$ cat src/rtl/alu_exec_unit.sv
// Sequencer around an external combinational ALU: 4x8 register file, flags register,
// IDLE -> EXEC -> RESP handshake with a side-band register load and debug read port.
module alu_exec_unit (
   input  logic       clk,
   input  logic       rst_n,
   input  logic       req_valid,
   output logic       req_ready,
   input  logic [3:0] req_op,
   input  logic [1:0] req_src_a,
   input  logic [1:0] req_src_b,
   input  logic [1:0] req_dst,
   input  logic       req_imm_en,
   input  logic [7:0] req_imm,
   input  logic       req_wb_en,
   output logic [7:0] alu_a,
   output logic [7:0] alu_b,
   output logic [3:0] alu_op,
   output logic [7:0] alu_cpu_flags,
   input  logic [7:0] alu_c,
   input  logic [7:0] alu_flags,
   output logic       resp_valid,
   input  logic       resp_ready,
   output logic [7:0] resp_data,
   output logic [7:0] resp_flags,
   input  logic       ld_en,
   input  logic [1:0] ld_sel,
   input  logic [7:0] ld_data,
   input  logic [1:0] dbg_sel,
   output logic [7:0] dbg_data
);

   localparam logic [1:0] ST_IDLE = 2'd0;
   localparam logic [1:0] ST_EXEC = 2'd1;
   localparam logic [1:0] ST_RESP = 2'd2;

   logic [1:0]      state_q, state_d;
   logic [3:0]      op_q, op_d;
   logic [1:0]      dst_q, dst_d;
   logic            wb_en_q, wb_en_d;
   logic [7:0]      a_q, a_d;
   logic [7:0]      b_q, b_d;
   logic [7:0]      result_q, result_d;
   logic [7:0]      fr_q, fr_d;
   logic [3:0][7:0] rf_q, rf_d;
   logic            req_ready_q, req_ready_d;
   logic            resp_valid_q, resp_valid_d;

   // Next-state, operand capture, result capture and register-file update
   always_comb begin
      state_d      = state_q;
      op_d         = op_q;
      dst_d        = dst_q;
      wb_en_d      = wb_en_q;
      a_d          = a_q;
      b_d          = b_q;
      result_d     = result_q;
      fr_d         = fr_q;
      rf_d         = rf_q;
      resp_valid_d = resp_valid_q;

      if (ld_en) begin
         rf_d[ld_sel] = ld_data;
      end else begin
         rf_d = rf_q;
      end

      case (state_q)
         ST_IDLE: begin
            if (req_valid) begin
               state_d = ST_EXEC;
               op_d    = req_op;
               dst_d   = req_dst;
               wb_en_d = req_wb_en;
               a_d     = rf_q[req_src_a];
               b_d     = req_imm_en ? req_imm : rf_q[req_src_b];
            end else begin
               state_d = ST_IDLE;
            end
         end
         ST_EXEC: begin
            state_d      = ST_RESP;
            result_d     = alu_c;
            fr_d         = alu_flags & 8'h3F;
            resp_valid_d = 1'b1;
            // Writeback is applied after the load port so it wins on a collision
            if (wb_en_q) begin
               rf_d[dst_q] = alu_c;
            end else begin
               rf_d[dst_q] = rf_d[dst_q];
            end
         end
         ST_RESP: begin
            if (resp_ready) begin
               state_d      = ST_IDLE;
               resp_valid_d = 1'b0;
            end else begin
               state_d      = ST_RESP;
            end
         end
         default: begin
            state_d      = ST_IDLE;
            resp_valid_d = 1'b0;
         end
      endcase

      req_ready_d = (state_d == ST_IDLE);
   end

   // State and datapath registers
   always_ff @(posedge clk or negedge rst_n) begin
      if (!rst_n) begin
         state_q      <= ST_IDLE;
         op_q         <= 4'd0;
         dst_q        <= 2'd0;
         wb_en_q      <= 1'b0;
         a_q          <= 8'd0;
         b_q          <= 8'd0;
         result_q     <= 8'd0;
         fr_q         <= 8'd0;
         rf_q         <= '0;
         req_ready_q  <= 1'b1;
         resp_valid_q <= 1'b0;
      end else begin
         state_q      <= state_d;
         op_q         <= op_d;
         dst_q        <= dst_d;
         wb_en_q      <= wb_en_d;
         a_q          <= a_d;
         b_q          <= b_d;
         result_q     <= result_d;
         fr_q         <= fr_d;
         rf_q         <= rf_d;
         req_ready_q  <= req_ready_d;
         resp_valid_q <= resp_valid_d;
      end
   end

   // ALU drive is gated to EXEC so the ALU sees zeros otherwise
   always_comb begin
      if (state_q == ST_EXEC) begin
         alu_a  = a_q;
         alu_b  = b_q;
         alu_op = op_q;
      end else begin
         alu_a  = 8'd0;
         alu_b  = 8'd0;
         alu_op = 4'd0;
      end
   end

   assign alu_cpu_flags = fr_q;
   assign req_ready     = req_ready_q;
   assign resp_valid    = resp_valid_q;
   assign resp_data     = result_q;
   assign resp_flags    = fr_q;
   assign dbg_data      = rf_q[dbg_sel];

endmodule

$ cat config.mk
export PLATFORM = sky130hd
export DESIGN_NAME = alu_exec_unit
export DESIGN_NICKNAME = d
export VERILOG_FILES = /design/src/rtl/alu_exec_unit.sv
export SDC_FILE = /design/constraint.sdc
export NUM_CORES = 1
export LEC_CHECK = 0
export CAP_MARGIN = 20
export CORE_MARGIN = 10
export CORE_UTILIZATION = 55
export DETAILED_ROUTE_END_ITERATION = 7
export DONT_BUFFER_PORTS = 1
export PLACE_DENSITY = 0.67
export RECOVER_POWER = 50
export REMOVE_ABC_BUFFERS = 1
export SYNTH_ARGS = -nofsm -noshare
export SYNTH_HDL_FRONTEND = slang
export SYNTH_SLANG_ARGS = --single-unit
$ cat constraint.sdc
create_clock -name clk -period 3.84 [get_ports clk]
set_clock_uncertainty 0.2 [all_clocks]
set_input_delay 0.768 -clock clk [delete_from_list [all_inputs] [get_ports clk]]
set_output_delay 0.768 -clock clk [all_outputs]
set_load 0.05 [all_outputs]
==> impl_metrics.ini <==
[outcome]
status = complete, but fails checks
violations = max-capacitance violations, max-slew violations

[logic_synthesis]
synth_edf_count = 0
synth.distinct_cells = 44
synth.most_common_cell = dfrtp_1
synth_common_cells = dfrtp_1, mux2i_1, mux2_2
synthCells = 346
synth.largest_area_cell = dfrtp_1
syn_area_mm2 = 0.004128
postSynthRegisterBits = 73
ys.flop_type = dfrtp_1
syn_avg_cell_area_um2 = 11.93
ys_seq_area_frac = 0.4429
yosysTopAreaCellShare = 0.4365
yosys_warnings = 0
synth-async-reset-ratio = 1.000
synth_area_leaders = dfrtp_1, mux4_2, mux2_2

[floorplanning]
die_h_um = 106.6
die_area_mm2 = 0.01137
pin_count = 107
fp-row-count = 31
coreArea_mm2 = 0.007292
die_w_um = 106.6
start_util = 0.5661

[placement]
numPortBuffers = 0
gp_congestion = 0.8161
place_worst_setup_slack_ns = 1.095
hpwl_um = 6909

[critical_path]
crit_cells = 2
rrSetupSlack_ns = 1.14
worstPathRequired_ns = 2.87
worstPathMaxFanout = 36
worst-path-buf-inv = 0
cp_data_arrival_time_ns = 2.06
start_kind = register
endpoint_kind = output pin
setup.worst_path.class = register to output pin
cpLargestDelayFamily = simple AND/OR/NAND/NOR gates
cp_cell_sequence = nor2b_4 -> and2_1
crit_slowest_cell = nor2b_4
rr_worst_depth = 3
cpPeakStageDelay_ns = 0.69

[cts]
worstSkewPairLatency_ns = 0.35
numCtsBuffers = 9
path_clk_slew_ns = 0.08
cts.repair.resized = 0
cts_tree = done
clock_sinks = 73
cts_htree_levels = 3
cts_root_buf = clkbuf_8
cts_buffer_depth = 2

[timing]
finalWorstSetupSlack_ns = 0.8100
max_slew_margin = -0.1957
timing.setup.tns_ns = 0
setup_viol = 0
min_period_over_period = 0.7891
maxSlewViolCount = 108
finalCriticalPeriod_ns = 3.030
worst_pin_slew_ns = 1.794
fmax_mhz = 330.0
hold_viol = 0
rsz0062_at_grt = no

[detailed_routing]
drc = 0
vias_per_cell = 6.120
drt-initial-drc-count = 143
firstDrtPassIters = 4
ant_nets = 0
wl_um = 9454
via_count = 2650
wl_per_cell_um = 21.83

[final_layout]
fin_nets = 383
synthToLayoutAreaGrowth_pct = 3.910
fillers = 636
multi_input_area_mm2 = 0.002118
diodes = 0
seqCellArea_mm2 = 0.001828
utilization = 0.5882
final_layout_size_suffix_gt1_frac = 0.2515

[pwr]
max-vdd-ir-drop_uv = 434.0
p_per_area_mw_per_mm2 = 940.1
p_leak_nw = 1.738

[global_route]
grt_max_degree = 73
overflow = 0
grt_use_total = 0.1646
grt_pass1_vias = 2636
grt_pass1_wl_um = 14800
antenna_found_initial = 0

[min_path]
hold_class = input port to asynchronous set/reset pin

[flow_run]
cap_viol_max_count = 2
-- report_power, final --
| group | switching [mW] | leakage (nW) | internal (mW) | total (mW) |
|---|---|---|---|---|
| registers | 0.820 | 0.860 | 1.15 | 1.97 |
| clock network | 0.279 | 0.102 | 0.330 | 0.609 |
| logic | 0.807 | 0.776 | 0.644 | 1.45 |
| total | 1.91 | 1.74 | 2.13 | 4.03 |
-- kinds of logic after synthesis --
logic type             Yosys count  share of synthesized area
AO/OA/AOI/OAI                   57                    0.08124
XOR/XNOR                         1                   0.003942
buffers and inverters           35                    0.04729
flip-flops                      73                     0.4429
multiplexers                    91                     0.3034
other                            1                  0.0009085
AND/OR/NAND/NOR                 88                     0.1203
-- layer usage --
metal / up-vias / wire, um / global-route usage
met5: - / 0 / 0
met4: 0 / 72 / 0.05899
met3: 7 / 768 / 0.05689
met2: 81 / 4501 / 0.2572
met1: 1344 / 4112 / 0.2077
li1: 1218 / - / -
-- worst paths after layout --
check | from | end
max in group asynchronous | rst_n | rf_q[0]
setup reg to reg | state_q[0] | a_q[2]
hold / removal | rst_n | req_ready
min in group clk | op_q[3] | op_q[3]
setup / recovery | state_q[0] | alu_a[6]
hold reg to reg | op_q[3] | op_q[3]
-- layout by cell type (no fill, tap or decap), types with 2 or more instances in the layout --
master	instances
a211oi_1	3
a21oi_1	13
a221oi_1	3
and2_0	2
and2_1	20
clkbuf_1	2
clkbuf_8	11
clkinv_2	2
conb_1	4
dfrtp_1	72
inv_1	2
mux2_2	33
mux2i_1	34
mux4_2	24
nand2_1	29
nand3b_1	2
nor2_1	14
nor2b_1	3
nor3b_1	4
nor4b_1	3
o21ai_0	29
-- layout make-up --
class                           instances  area share
Multi-Input combinational cell        241      0.4939
Sequential cell                        73      0.4262
Clock buffer                           12     0.03617
Tap cell                               99     0.02888
Clock inverter                          3    0.009335
Timing Repair Buffer                    3    0.003792
Inverter                                2    0.001750
-- timing repair --
item | CTS | global route
endpoints found under the hold margin | 72 | 0
setup endpoints to repair | 0 | 0
hold buffers | 1 | 0
setup buffers | 0 | 0
-- flip-flops by register name (all words and copies together) (netlist names) --
signal	count
dst_q	2
wb_en_q	1
req_ready	1
resp_valid	1
b_q	8
alu_cpu_flags	6
resp_data	8
op_q	4
rf_q	32
a_q	8
state_q	2
-- per-stage QoR --
step	cells	hold WS (ns)	instance area, um2	power, mW
3_3_place_gp	417	0.2752	4104	3.372
3_5_place_dp	417	0.2752	4104	3.435
6_report	433	0.05472	4289	4.032
5_1_grt	433	0.04513	4289	4.255
2_1_floorplan	316	0.2721	3951	3.137
4_1_cts	433	0.04822	4327	4.062
Power figures use the tool's default switching activity.
